[config.mk]
export PLATFORM = sky130hd
export DESIGN_NAME = spi_mem_arbiter
export DESIGN_NICKNAME = d
export VERILOG_FILES = /design/src/rtl/spi_mem_arbiter.sv
export SDC_FILE = /design/constraint.sdc
export NUM_CORES = 1
export LEC_CHECK = 0
export ABC_AREA = 1
export BUFFER_PORTS_ARGS = -buffer_cell sky130_fd_sc_hd__buf_4
export CORE_MARGIN = 3
export CORE_UTILIZATION = 52
export DETAILED_ROUTE_END_ITERATION = 10
export PLACE_DENSITY = 0.85
export SYNTH_ARGS = -nofsm -noshare
export SYNTH_HDL_FRONTEND = slang
export SYNTH_SLANG_ARGS = --single-unit
[constraint.sdc]
create_clock -name clk_in -period 4 [get_ports clk_in]
set_input_delay 0.6 -clock clk_in [delete_from_list [all_inputs] [get_ports clk_in]]
set_output_delay 0.6 -clock clk_in [all_outputs]
set_load 0.05 [all_outputs]
[src/rtl/spi_mem_arbiter.sv]
// Shares one SPI memory controller between the instruction-fetch (flash) and data (PSRAM) ports,
// round-robin on collision, one transaction in flight. Optional fetch buffer: define IFETCH_BUF_EN.
package spi_mem_pkg;
  typedef enum logic [1:0] {
    TYPE_IMEM_READ  = 2'd0,
    TYPE_DMEM_READ  = 2'd1,
    TYPE_DMEM_WRITE = 2'd2
  } mem_type_t;
endpackage

module spi_mem_arbiter
  import spi_mem_pkg::*;
#(
  parameter int TIMEOUT_CYCLES = 1023
) (
  input  logic            clk_in,
  input  logic            reset_in,
  input  logic            imem_req_in,
  input  logic [15:0]     imem_addr_in,
  output logic            imem_ack_out,
  output logic [15:0]     imem_data_out,
  input  logic            dmem_req_in,
  input  logic            dmem_we_in,
  input  logic [15:0]     dmem_addr_in,
  input  logic [7:0]      dmem_wdata_in,
  output logic            dmem_ack_out,
  output logic [7:0]      dmem_rdata_out,
  output logic            err_out,
  output logic [15:0]     mem_addr_out,
  output logic            mem_addr_valid_out,
  output mem_type_t       mem_type_out,
  output logic [7:0]      mem_wdata_out,
  input  logic            mem_busy_in,
  input  logic [15:0]     mem_flash_data_in,
  input  logic            mem_flash_valid_in,
  input  logic [7:0]      mem_psram_data_in,
  input  logic            mem_psram_valid_in
);

  localparam int CW = $clog2(TIMEOUT_CYCLES + 1);
  localparam logic [CW-1:0] C_TO = CW'(TIMEOUT_CYCLES);

  typedef enum logic [2:0] {
    S_IDLE, S_ISSUE, S_WAIT_BUSY, S_WAIT_DONE, S_ACK
  } state_t;

  state_t          r_state, w_state_nxt;
  logic            r_last_imem;
  logic            r_cur_imem;
  logic [CW-1:0]   r_cnt;
  logic [CW-1:0]   w_cnt_inc;
  logic            w_hit, w_grant, w_grant_imem, w_done, w_timeout;
  logic [15:0]     r_imem_data;
  logic [7:0]      r_dmem_rdata;
  logic            r_err;
  logic [15:0]     r_mem_addr;
  logic            r_mem_addr_valid;
  mem_type_t       r_mem_type;
  logic [7:0]      r_mem_wdata;

`ifdef IFETCH_BUF_EN
  logic            r_buf_vld;
  logic [14:0]     r_buf_tag;
  logic [15:0]     r_buf_data;
  assign w_hit = imem_req_in && r_buf_vld && (r_buf_tag == imem_addr_in[15:1]);
`else
  assign w_hit = 1'b0;
`endif

  assign w_cnt_inc = r_cnt + 1'b1;

  always_ff @(posedge clk_in) begin
    if (reset_in) r_state <= S_IDLE;
    else          r_state <= w_state_nxt;
  end

  always_comb begin
    w_state_nxt  = r_state;
    w_grant      = 1'b0;
    w_grant_imem = 1'b0;
    w_done       = 1'b0;
    w_timeout    = 1'b0;
    case (r_state)
      S_IDLE: begin
        // A buffer hit needs no SPI access, so it is served even while the controller is busy.
        if (w_hit) begin
          w_state_nxt = S_ACK;
        end else if ((imem_req_in || dmem_req_in) && !mem_busy_in) begin
          w_grant      = 1'b1;
          w_grant_imem = imem_req_in && (!dmem_req_in || !r_last_imem);
          w_state_nxt  = S_ISSUE;
        end
      end
      S_ISSUE: w_state_nxt = S_WAIT_BUSY;
      S_WAIT_BUSY: begin
        if (w_cnt_inc == C_TO) begin
          w_timeout   = 1'b1;
          w_state_nxt = S_ACK;
        end else if (mem_busy_in) begin
          w_state_nxt = S_WAIT_DONE;
        end
      end
      S_WAIT_DONE: begin
        if (!mem_busy_in) begin
          w_done      = 1'b1;
          w_state_nxt = S_ACK;
        end else if (w_cnt_inc == C_TO) begin
          w_timeout   = 1'b1;
          w_state_nxt = S_ACK;
        end
      end
      S_ACK:   w_state_nxt = S_IDLE;
      default: w_state_nxt = S_IDLE;
    endcase
  end

  always_ff @(posedge clk_in) begin
    if (reset_in) begin
      r_last_imem      <= 1'b0;
      r_cur_imem       <= 1'b0;
      r_cnt            <= '0;
      r_imem_data      <= 16'h0000;
      r_dmem_rdata     <= 8'h00;
      r_err            <= 1'b0;
      r_mem_addr       <= 16'h0000;
      r_mem_addr_valid <= 1'b0;
      r_mem_type       <= TYPE_IMEM_READ;
      r_mem_wdata      <= 8'h00;
`ifdef IFETCH_BUF_EN
      r_buf_vld        <= 1'b0;
      r_buf_tag        <= 15'h0000;
      r_buf_data       <= 16'h0000;
`endif
    end else begin
      r_mem_addr_valid <= w_grant;
      if (w_grant) begin
        r_last_imem <= w_grant_imem;
        r_cur_imem  <= w_grant_imem;
        if (w_grant_imem) begin
          r_mem_addr  <= {imem_addr_in[15:1], 1'b0};
          r_mem_type  <= TYPE_IMEM_READ;
          r_mem_wdata <= 8'h00;
        end else begin
          r_mem_addr  <= dmem_addr_in;
          r_mem_type  <= dmem_we_in ? TYPE_DMEM_WRITE : TYPE_DMEM_READ;
          r_mem_wdata <= dmem_wdata_in;
        end
      end
`ifdef IFETCH_BUF_EN
      if (r_state == S_IDLE && w_hit) begin
        r_cur_imem  <= 1'b1;
        r_imem_data <= r_buf_data;
      end
`endif
      if (r_state == S_ISSUE) begin
        r_cnt <= '0;
      end else if (r_state == S_WAIT_BUSY || r_state == S_WAIT_DONE) begin
        r_cnt <= w_cnt_inc;
      end
      if (w_done) begin
        if (r_cur_imem) begin
          if (mem_flash_valid_in) begin
            r_imem_data <= mem_flash_data_in;
`ifdef IFETCH_BUF_EN
            r_buf_vld   <= 1'b1;
            r_buf_tag   <= r_mem_addr[15:1];
            r_buf_data  <= mem_flash_data_in;
`endif
          end
        end else if (r_mem_type == TYPE_DMEM_READ && mem_psram_valid_in) begin
          r_dmem_rdata <= mem_psram_data_in;
        end
      end
      // Aborted transfers return zero data; a write abort leaves the read byte untouched.
      if (w_timeout) begin
        r_err <= 1'b1;
        if (r_cur_imem)                        r_imem_data  <= 16'h0000;
        else if (r_mem_type == TYPE_DMEM_READ) r_dmem_rdata <= 8'h00;
      end
    end
  end

  assign imem_ack_out       = (r_state == S_ACK) && r_cur_imem;
  assign dmem_ack_out       = (r_state == S_ACK) && !r_cur_imem;
  assign imem_data_out      = r_imem_data;
  assign dmem_rdata_out     = r_dmem_rdata;
  assign err_out            = r_err;
  assign mem_addr_out       = r_mem_addr;
  assign mem_addr_valid_out = r_mem_addr_valid;
  assign mem_type_out       = r_mem_type;
  assign mem_wdata_out      = r_mem_wdata;

endmodule

* Word-level counts from Yosys, hierarchy flattened *
Index checks and enable logic that the tools add are counted.
W data, S select, Z words.

storage, ports and cells
  bits of input ports = 72
  bits in registers = 66
  output and inout bits = 54
  word-level logic and storage cells = 64

cells by class
  $add $sub $neg = 1
  equal/unequal tests = 9
  reductions and logical operators = 14
  multiplexer cells = 30

operators by type and width
  cell                     count
  $mux W16                 6
  $mux W8                  7
  $mux W3                  5
  $pmux W3 S4              1
  $add A10 B1 Y10 const B  1
  $eq A10 B10 Y1 const B   1
  $mux W1                  8
  $eq A3 B2 Y1 const B     2
  $ne A3 B3 Y1 const B     2
  $logic_and A1 B1 Y1      5
  $mux W2                  2
  $eq A3 B1 Y1 const B     1
  $eq A3 B3 Y1 const B     1
  $logic_not A1 Y1         3
  $logic_not A3 Y1         1
  $logic_or A1 B1 Y1       3
  $reduce_and A3 Y1        1
  $eq A2 B1 Y1 const B     1
  $ne A2 B2 Y1 const B     1
  $pmux W1 S2              1
  $reduce_or A2 Y1         1

* Logic depth before layout (Yosys ltp) *
Gate-level depths: netlist of run 1.

  depth in word-level cells = 8
  gate-level depth with buffers = 14
  gate-level depth less buffers = 14

* Worst setup path after synthesis of run 1 *
Ideal clock, no wire load.

  path type = reg2out
  start = reg r_cur_imem
  end = out imem_ack_out
  buffers on the path = 1
  cell stages (with the launch flop) = 4
  path slack = 2.062 ns
  arrival = 1.338 ns
  data required time = 3.400 ns
  path through = dfxtp_1 -> inv_2 -> buf_1 -> nor2_1

on the way
  word-level cells in the longest chain between the ends = 1

ends and longest elaborated chain
  item                      line  source
  start: declaration        49    logic r_cur_imem;
  start signal: assignment  138   r_cur_imem <= w_grant_imem;
  $logic_and A1 B1 Y1       183   assign imem_ack_out = (r_state == S_ACK) && r_cur_imem;
  end: declaration          20    output logic imem_ack_out,

Every way passes these cells.

* Worst setup path after layout of run 1 *
  start = reg r_cnt[1]
  end = reg r_dmem_rdata[3], in the netlist dmem_rdata_out[3]

on the way
  word-level cells in the longest chain between the ends = 6

ends and longest elaborated chain
  item                      line     source
  start: declaration        50       logic [CW-1:0] r_cnt;
  start signal: assignment  158      r_cnt <= w_cnt_inc;
  $add A10 B1 Y10 *         70       assign w_cnt_inc = r_cnt + 1'b1;
  $eq A10 B10 Y1 *          96, 107
  $mux W1 *                 96, 107
  $mux W1                   104      if (!mem_busy_in) begin
  $pmux W1 S2 *             83       case (r_state)
  $mux W8 *                 175      if (w_timeout) begin
  end signal: assignment    171      r_dmem_rdata <= mem_psram_data_in;
  end: declaration          54       logic [7:0] r_dmem_rdata;

Mark *: on every way between the ends. The rest lies on a longest branch, timed or not.
A chain may end at the register's enable or synchronous reset.

==> summary.txt, run 1 <==
first drt pass iteration count = 6
worst skew pair latency = 0.35 ns
total power = 0.00223 W
clk slew on worst S/H paths = 0.07 ns
final worst slack = 1.46 ns
via count = 3497
f_max = 0.394 GHz
dpl cell area = 4160 um^2
clk root buf = clkbuf_8
input/output buffers = 124
period utilisation layout = 63.5%
Post-synth EDFFs = 0
Chip Height = 84.6 um
Mapped Cells = 450
top post-synthesis cells by count = nand2_1, a21oi_1, dfxtp_1
global-route wire length before repair = 15800 um
layout cells sized above 1 = 30.6%
Seq pwr share = 37.2%
initial core utilization = 55.9%
status = finished clean
total gr overflow = 0
top post-synthesis cells by area = dfxtp_1, nand2_1, a21oi_1, nand3_1, inv_1
cell area after layout = 4380 um^2
Post-synth ARST share = 0%
worst-path cell chain = ha_1 > nand2_2 > o21bai_1 > nand2_1 > nor2_2 > nand3_4 > nor2_8 > nand2_4 > o21ai_2 > nor2_1
maximum vdd drop = 0.382 mV
CTS Hold Buffers Added = 0
Wirelength per Cell = 14.9 um
Num CTS Buffers = 9
Die Span X = 84.6 um
vias per cell = 5.43
multi-input combinational cell area = 1610 um^2
Yosys reg bits = 66
CP required = 4.23 ns
die footprint = 7150 um^2
area grow syn2layout = 36.6%
Hold Path Class = reg2reg
minimum clock period = 2.54 ns
CTS Buffer Depth = 2
Post-DP HPWL = 6450 um
critical path type = reg2reg
synth unique cells = 28
crit path max fanout = 33
mapped cell area = 3210 um^2
worst slew pin tran = 0.895 ns
Post-CTS Setup Repair Bufs = 0
drt total wl = 9570 um
sequential area share after synthesis = 41.2%
top-count cell post-synth = nand2_1
initial antenna violation count = 0
pwr dens = 509 nW/um^2
FILL cells = 440
design internal power = 0.00134 W
maxcap violations = 0
CTS tree = built
Setup crit start kind = flip-flop
Register Area = 1320 um^2
GRT Overall Usage = 26.9%
Syn Area/Cell = 7.13 um^2
post-route ant nets = 0
Synth top area share = 41.2%
max incr delay on CP = 0.45 ns
# setup viols final = 0
CP Capture Type = flip-flop
DRT iter0 DRCs = 186
Nets = 641
Post-route DRC = 0
fin. max-slew vios = 0
post-synth top area cell = dfxtp_1
GP Congestion = 0.850
antenna cells = 0
Slowest-stage cell, CP = dfxtp_1
# clock sinks = 66
post-CTS sizing = 0
Worst Clk Skew = 0.00959 ns
vias in the first global route = 3434
Mapped Nets = 524
worst relative slew slack = 40.2%
static leakage = 2.02 nW
Data arrival, critical path = 2.77 ns
Logic pwr share = 34.1%
Fin. Hold Viols = 0
Yosys warnings = 0
sw frac = 39.9%
row cnt = 27
Synth Flop Type = dfxtp_1
# IOs = 126
TNS Setup = 0 ns
largest net degree at the start of global routing = 34
Sw Pwr = 0.000891 W
dpl ws = 1.40 ns
Clock power frac = 28.7%
H-tree levels = 3
CORE AREA = 5740 um^2
RSZ-0062 raised after global routing = false
-- critical path, delay by kind of cell, from the launching register on --
family	cells	cell delay, ns
AOI/OAI and AO/OA	2	0.58
adders and majority gates	1	0.25
DFF	1	0.45
and+or+nand+nor	7	1.14
-- power by group through the flow --
stage	logic [W]	clock network, W	registers (W)
detailed placement	0.000747	0	0.000838
CTS	0.000755	0.000645	0.000827
global placement	0.000724	0	0.000836
finish	0.000763	0.000640	0.000830
floorplan	0.000338	0	0.00100
global route	0.000829	0.000686	0.000841
-- path summary, 6_finish.rpt --
check             startpoint           endpoint  slack (ns)  depth (start not counted)
hold / removal       err_out            err_out        0.47                          2
setup / recovery    r_cnt[1]  dmem_rdata_out[3]        1.46                         10
hold reg to reg      err_out            err_out        0.47                          2
setup reg to reg    r_cnt[1]  dmem_rdata_out[3]        1.46                         10
-- stage by stage --
step | cells | hold WS [ns] | utilization, %
floorplan | 450 | 0.495 | -
global route | 644 | 0.489 | 76.3
detailed placement | 628 | 0.456 | 72.4
CTS | 644 | 0.467 | 76.3
global placement | 628 | 0.450 | 72.4
finish | 644 | 0.465 | 76.3
-- layout make-up --
type                       instances  share of cell area [%]
multi-input combinational        316                    36.8
clock buffer                       9                    2.83
tap                               72                    2.06
sequential                        66                    30.1
inverter                          46                    3.94
timing repair buffer             128                    21.9
clock inverter                     7                    2.31
-- per-layer routing --
metal | vias to the layer above | global-route usage, % | share of wire (%)
met5 | - | 0 | 0
li1 | 1716 | - | -
met3 | 22 | 11.1 | 9.4
met4 | 0 | 9.06 | 2.1
met1 | 1605 | 30.5 | 39
met2 | 154 | 45.6 | 50
-- cell usage in the layout, fill, tap and decap left out, types with 2 or more instances in the layout --
master / n
nand4_1: 2
nand3_1: 48
nor2_2: 6
nor2_1: 27
inv_6: 2
ha_1: 2
a21oi_1: 66
buf_4: 128
o21ai_0: 27
clkinvlp_4: 2
nor3_1: 3
o21ai_2: 14
bufinv_16: 2
mux2i_1: 11
dfxtp_1: 66
o21ai_1: 3
nand2_1: 97
clkbuf_8: 9
nand2_2: 2
inv_2: 4
inv_1: 42
-- logic make-up (layout without fill, tap and decap cells) --
| kind of cell | Yosys count | in the layout | synth area share, % |
|---|---|---|---|
| fa+ha+maj | 2 | 2 | 0.780 |
| buf+inv | 68 | 190 | 8.58 |
| simple gates | 189 | 189 | 26.2 |
| flops | 66 | 66 | 41.2 |
| compound gates | 113 | 113 | 19.5 |
| xor+xnor | 1 | 1 | 0.273 |
| mux | 11 | 11 | 3.43 |
Note: power is estimated with default switching activity, not from simulation.
==> run 2, diff against run 1 <==
--- a/config.mk
+++ b/config.mk
@@ -5,12 +5,12 @@
 export SDC_FILE = /design/constraint.sdc
 export NUM_CORES = 1
 export LEC_CHECK = 0
-export ABC_AREA = 1
+export ABC_AREA = 0
 export BUFFER_PORTS_ARGS = -buffer_cell sky130_fd_sc_hd__buf_4
 export CORE_MARGIN = 3
-export CORE_UTILIZATION = 52
+export CORE_UTILIZATION = 42
 export DETAILED_ROUTE_END_ITERATION = 10
-export PLACE_DENSITY = 0.85
+export PLACE_DENSITY = 0.76
 export SYNTH_ARGS = -nofsm -noshare
 export SYNTH_HDL_FRONTEND = slang
 export SYNTH_SLANG_ARGS = --single-unit
==> constraint.sdc (replaced) <==
create_clock -name clk_in -period 2.3 [get_ports clk_in]
set_input_delay 0.345 -clock clk_in [delete_from_list [all_inputs] [get_ports clk_in]]
set_output_delay 0.345 -clock clk_in [all_outputs]
set_load 0.05 [all_outputs]
==> run 2 against run 1 <==
Net effect:
- utilization shrank 12 points
- area after synthesis shrank 14%
- non-clock buffer count grew 6
- largest cell class unchanged
==> summary.txt, run 2 <==
simple-gate portion of the synthesized area = 24.8% (-1.5 points)
Chip Height = 87.3 um (+3.2%)
drt total wl = 7520 um (-21%)
Nets = 511 (-20%)
pwr dens = 790 nW/um^2 (+55%)
dpl ws = 0.381 ns (-1.02 ns)
mapped cell area = 2780 um^2 (-14%)
GP Congestion = 0.843 (-0.79%)
post-CTS sizing = 0 (unchanged)
global-route wire length before repair = 12400 um (-22%)
final worst slack = 0.373 ns (-1.09 ns)
CP required = 2.49 ns (-1.74 ns)
clk root buf = clkbuf_8
Num CTS Buffers = 9 (unchanged)
maximum vdd drop = 0.572 mV (+50%)
Yosys warnings = 0 (unchanged)
worst r2r src = r_cnt[1]
CTS Hold Buffers Added = 0 (unchanged)
input/output buffers = 124 (unchanged)
antenna cells = 0 (unchanged)
vias per cell = 5.24 (-3.4%)
Post-DP HPWL = 5570 um (-14%)
post-route ant nets = 0 (unchanged)
period utilisation layout = 83.8% (+20 points)
reg2reg path depth = 5 (-5)
post-synthesis mux area share = 3.25% (-0.18 points)
Yosys reg bits = 66 (unchanged)
worst slew pin tran = 0.699 ns (-0.195 ns)
xor and xnor fraction of the mapped netlist area = 2.84% (+2.6 points)
Data arrival, critical path = 2.12 ns (-0.65 ns)
Fin. Hold Viols = 0 (unchanged)
Post-CTS Setup Repair Bufs = 0 (unchanged)
Post-Synth Adder-Cell Area = 0.902% (+0.12 points)
DRT iter0 DRCs = 121 (-35%)
Slowest-stage cell, CP = a211oi_1
initial antenna violation count = 0 (unchanged)
worst relative slew slack = 53.1% (+13 points)
first drt pass iteration count = 4 (-2)
# setup viols final = 0 (unchanged)
fin. max-slew vios = 0 (unchanged)
post-synth top area cell = dfxtp_1
# clock sinks = 66 (unchanged)
Mapped Cells = 311 (-31%)
Critical path origin = r_cnt[1]
top post-synthesis cells by area = dfxtp_1, nand2_1, nand3_1, o2bb2ai_1, a311oi_1
CP Capture Type = flip-flop
Hold Path Class = in2reg
buffers and inverters on the worst path = 0 (unchanged)
largest family of logic cells by synthesized area = simple AND/OR/NAND/NOR gates
Setup crit start kind = flip-flop
max incr delay on CP = 0.51 ns (+0.06 ns)
worst-path cell chain = ha_1 > nand3_1 > xor2_1 > a211oi_1 > o22ai_1
r2r endpoint = r_state[0]
Worst Clk Skew = 0.00676 ns (-0.00284 ns)
Syn Area/Cell = 8.92 um^2 (+25%)
commonest cells after routing, fill and taps aside = buf_4, dfxtp_1, nand2_1
CTS tree = built
largest net degree at the start of global routing = 43 (+26%)
Worst R2R Setup Slack = 0.37 ns (-1.09 ns)
Stages on worst setup path = 5 (-5)
total gr overflow = 0 (unchanged)
commonest non-fill, non-tap cell in the layout = buf_4
critical path type = reg2reg
worst setup path end = r_state[0]
status = finished clean
Post-synth ARST share = 0% (unchanged)
top post-synthesis cells by count = dfxtp_1, nand2_1, nand3_1
minimum clock period = 1.93 ns (-0.613 ns)
vias in the first global route = 2742 (-20%)
sequential area share after synthesis = 47.6% (+6.4 points)
via count = 2701 (-23%)
Synth top area share = 47.6% (+6.4 points)
worst skew pair latency = 0.34 ns (about the same)
die footprint = 7620 um^2 (+6.5%)
Synth Area in Compound Gates = 16.8% (-2.8 points)
initial core utilization = 45.0% (-11 points)
area grow syn2layout = 42.7%
synth unique cells = 44 (+57%)
Top delay family on crit path = compound AO/OA/AOI/OAI gates
Mapped Nets = 385 (-27%)
FILL cells = 530 (+20%)
TNS Setup = 0 ns (unchanged)
Synth Flop Type = dfxtp_1
# IOs = 126 (unchanged)
Post-synth EDFFs = 0 (unchanged)
Post-route DRC = 0 (unchanged)
maxcap violations = 0 (unchanged)
row cnt = 28 (+3.7%)
clk slew on worst S/H paths = 0.07 ns (about the same)
f_max = 0.519 GHz (+32%)
static leakage = 1.75 nW (-13%)
CORE AREA = 6170 um^2 (+7.4%)
Die Span X = 87.3 um (+3.2%)
H-tree levels = 3 (unchanged)
top-count cell post-synth = dfxtp_1
Wirelength per Cell = 14.6 um (-1.8%)
GRT Overall Usage = 20.6% (-6.3 points)
CTS Buffer Depth = 2 (unchanged)
RSZ-0062 raised after global routing = false
layout cells sized above 1 = 35.9% (+5.3 points)
crit path max fanout = 7 (-79%)
-- run 2: cell count changes after synthesis, moves of 9 or more --
cell,previous run,this run
a21oi_1,66,13
nand2_1,97,54
inv_1,42,3
o21ai_0,27,0
nand3_1,48,31
o2bb2ai_1,0,16
a311oi_1,0,15
o21ai_2,14,1
nor3_1,3,12
-- run 2: kinds of logic after synthesis --
| logic type | Yosys count |
|---|---|
| AO/OA/AOI/OAI | 56 |
| XOR/XNOR | 9 |
| adder cells (fa/ha/maj) | 2 |
| buffers and inverters | 23 |
| flip-flops | 66 |
| multiplexers | 9 |
| AND/OR/NAND/NOR | 146 |
-- run 2: per-stage QoR --
step | cell area [um^2] | hold slack, ns | power [W] | cells | utilization [%]
global route | 3960 | 0.188 | 0.00330 | 515 | 64.2
global placement | 3780 | 0.438 | 0.00227 | 501 | 61.3
CTS | 3960 | 0.192 | 0.00316 | 515 | 64.2
floorplan | 2780 | 0.462 | 0.00196 | 311 | -
detailed placement | 3780 | 0.449 | 0.00229 | 501 | 61.3
finish | 3960 | 0.206 | 0.00313 | 515 | 64.2
-- run 2: power by group --
group / total [W] / switching (W) / internal, W / leakage, nW
registers: 0.00134 / 0.0000865 / 0.00125 / 0.536
clock network: 0.000868 / 0.000403 / 0.000465 / 0.0903
logic: 0.000921 / 0.000599 / 0.000322 / 1.12
total: 0.00313 / 0.00109 / 0.00204 / 1.75
-- run 2: final cells by class --
class                   count  area, um^2  share of cell area (%)
multi-input cells         222        1350                    34.0
flip-flops and latches     66        1320                    33.4
repair buffers            134        1010                    25.4
clock buffers              12         165                    4.17
well taps                  75        93.8                    2.37
inverters                   4        15.0                   0.379
clock inverters             2        12.5                   0.316
-- run 2: worst reg2reg max path: stages (launching register included) --
cell and delay [ns]:
dfxtp_1 0.44, ha_1 0.25, nand3_1 0.18, xor2_1 0.25, a211oi_1 0.51, o22ai_1 0.15
-- run 2: how the worst min path moves through the flow --
stage                  endpoint  cells after the start                  start
4_1_cts               flip-flop                      2  mem_flash_data_in[11]
6_report              flip-flop                      2   mem_flash_data_in[7]
3_5_place_dp   mem_wdata_out[0]                      2       mem_wdata_out[0]
3_3_place_gp   mem_wdata_out[4]                      2       mem_wdata_out[4]
5_1_grt               flip-flop                      2   mem_flash_data_in[9]
2_1_floorplan         flip-flop                      1   mem_flash_data_in[0]
-- run 2: per-layer routing --
| layer | up-vias | global-route usage, % | wire (um) |
|---|---|---|---|
| li1 | 1356 | - | - |
| met1 | 1231 | 23.1 | 3010 |
| met2 | 102 | 35.1 | 3700 |
| met3 | 12 | 9.18 | 714 |
| met4 | 0 | 5.86 | 94 |
| met5 | - | 0 | 0 |
==> run 3, diff against run 2 <==
==> constraint.sdc (replaced) <==
create_clock -name clk_in -period 1.55 [get_ports clk_in]
set_input_delay 0.2325 -clock clk_in [delete_from_list [all_inputs] [get_ports clk_in]]
set_output_delay 0.2325 -clock clk_in [all_outputs]
set_load 0.05 [all_outputs]
==> run 3 against run 2 <==
Net effect:
- critical endpoint is now dmem_rdata_out[4]
- clock power up 56%
- total power increased by 63%
- utilization grew 8.3 points
- first-iteration DRC count is 17% lower
- worst setup slack got worse by 0.47 ns
- the flow now finishes with violations (negative setup slack)
- non-clock buffer count is 29 higher
- flip-flop and latch count is the same
- sequential power increased by 50%
- critical path depth grew 2
==> summary.txt, run 3 (synthesis results as in run 2) <==
total gr overflow = 0 (unchanged)
Worst Hold Margin = 0.0972 ns (-0.109 ns)
# setup viols final = 25 (+25)
static leakage = 1.96 nW (+12%)
initial antenna violation count = 0 (unchanged)
final worst slack = -0.100 ns (-0.473 ns)
global-route wire length before repair = 13100 um (+6.3%)
fin. max-slew vios = 0 (unchanged)
CTS Hold Buffers Added = 0 (unchanged)
CP Capture Type = flip-flop
Setup crit start kind = flip-flop
Wirelength per Cell = 15.2 um (+4.3%)
post-route ant nets = 0 (unchanged)
most frequent CP cell = buf_6
crit path max fanout = 8 (+1)
Hold Path Class = in2reg
area grow syn2layout = 61.2%
worst relative slew slack = 69.1% (+16 points)
commonest cells after routing, fill and taps aside = buf_4, dfxtp_1, nand2_1
RSZ-0062 raised after global routing = true
row cnt = 28 (unchanged)
worst-path cell chain = ha_4 > nand3_4 > xor2_4 > buf_6 > a2111oi_4 > buf_6 > nor3_1
CP required = 1.77 ns (-0.72 ns)
# IOs = 126 (unchanged)
status = finished with violations
clk slew on worst S/H paths = 0.07 ns (about the same)
GRT Overall Usage = 21.7% (+1.1 points)
CTS Buffer Depth = 2 (unchanged)
Post-route DRC = 0 (unchanged)
die footprint = 7620 um^2 (unchanged)
via count = 2902 (+7.4%)
max incr delay on CP = 0.37 ns (-0.14 ns)
Data arrival, critical path = 1.87 ns (-0.25 ns)
cell area after layout = 4470 um^2 (+13%)
vias per cell = 5.33 (+1.7%)
maximum vdd drop = 0.824 mV (+44%)
DRT iter0 DRCs = 101 (-17%)
total power = 0.00509 W (+63%)
# clock sinks = 66 (unchanged)
TNS Setup = -2.09 ns (-2.09 ns)
worst skew pair latency = 0.34 ns (about the same)
first drt pass iteration count = 4 (unchanged)
drt total wl = 8280 um (+10%)
Fin. Hold Viols = 0 (unchanged)
period utilisation layout = 106% (+23 points)
Nets = 540 (+5.7%)
Worst Clk Skew = 0.00888 ns (+0.00212 ns)
clk root buf = clkbuf_8
end-of-flow core utilization = 72.5% (+8.3 points)
pwr dens = 1140 nW/um^2 (+44%)
Num CTS Buffers = 9 (unchanged)
maxcap violations = 0 (unchanged)
antenna cells = 0 (unchanged)
Post-DP HPWL = 5760 um (+3.3%)
critical path type = reg2reg
f_max = 0.606 GHz (+17%)
layout cells sized above 1 = 47.8% (+12 points)
dpl cell area = 4010 um^2 (+6.1%)
worst slew pin tran = 0.457 ns (-0.243 ns)
initial core utilization = 45.0% (unchanged)
minimum clock period = 1.65 ns (-0.277 ns)
violated checks = negative setup slack
Chip Height = 87.3 um (unchanged)
GP Congestion = 0.798 (-5.4%)
CORE AREA = 6170 um^2 (unchanged)
commonest non-fill, non-tap cell in the layout = buf_4
input/output buffers = 124 (unchanged)
vias in the first global route = 2798 (+2.0%)
Die Span X = 87.3 um (unchanged)
Slowest-stage cell, CP = dfxtp_4
CTS tree = built
Worst R2R Setup Slack = -0.10 ns (-0.47 ns)
largest net degree at the start of global routing = 26 (-40%)
H-tree levels = 3 (unchanged)
run 3: cell count changes in the layout (fill, tap and decap cells not counted), moves of 4 or more:
cell     before  now
buf_12        0    4
buf_4       134  152
buf_6         0    5
dfxtp_1      66   56
dfxtp_2       0    7
nor3_1       12    6
nor3_2        0    5
run 3: through the flow:
step	instances	worst slack, ns
2_1_floorplan	311	-0.182
3_3_place_gp	524	-0.131
3_5_place_dp	524	-0.133
4_1_cts	541	-0.130
5_1_grt	544	-0.176
6_report	544	-0.100
run 3: routing by layer:
layer  vias up  track usage (%)  part of all wire [%]
met3        15             10.5                   9.7
met1      1360             24.9                    37
met4         0             6.83                   1.5
met5         -                0                     0
met2       107             35.5                    51
li1       1420                -                     -
run 3: worst paths after layout:
| check | to | start | cells after the start |
|---|---|---|---|
| hold reg to reg | mem_wdata_out[6] | mem_wdata_out[6] | 2 |
| hold / removal | flip-flop | mem_flash_data_in[2] | 2 |
| setup / recovery | dmem_rdata_out[4] | r_cnt[1] | 7 |
| setup reg to reg | dmem_rdata_out[4] | r_cnt[1] | 7 |
run 3: area by class of cell:
| type | instances | area, um^2 |
|---|---|---|
| Timing Repair Buffer | 163 | 1310 |
| Clock buffer | 12 | 176 |
| Multi-Input combinational cell | 222 | 1530 |
| Tap cell | 75 | 93.8 |
| Fill cell | 463 | 1690 |
| Clock inverter | 2 | 10.0 |
| Inverter | 4 | 15.0 |
| Sequential cell | 66 | 1340 |
run 3: worst max-delay path: cells and delay by family, from the launching register on:
kind	cells	cell delay, ns
buffers and inverters	2	0.34
XOR/XNOR	1	0.18
AO/OA/AOI/OAI	1	0.31
adder cells (fa/ha/maj)	1	0.17
flip-flops	1	0.37
AND/OR/NAND/NOR	2	0.15
run 3: power breakdown:
part           internal, W  switching, W  leakage, nW  total, W
sequential         0.00188      0.000131        0.541   0.00201
clock             0.000742      0.000607       0.0992   0.00135
combinational     0.000726       0.00101         1.32   0.00174
run 3: repair_timing:
action	4_1_cts	5_1_grt
gates cloned	2	0
pin swaps	3	13
gates resized for setup	13	34
setup endpoints to repair	44	42
buffers inserted	1	3
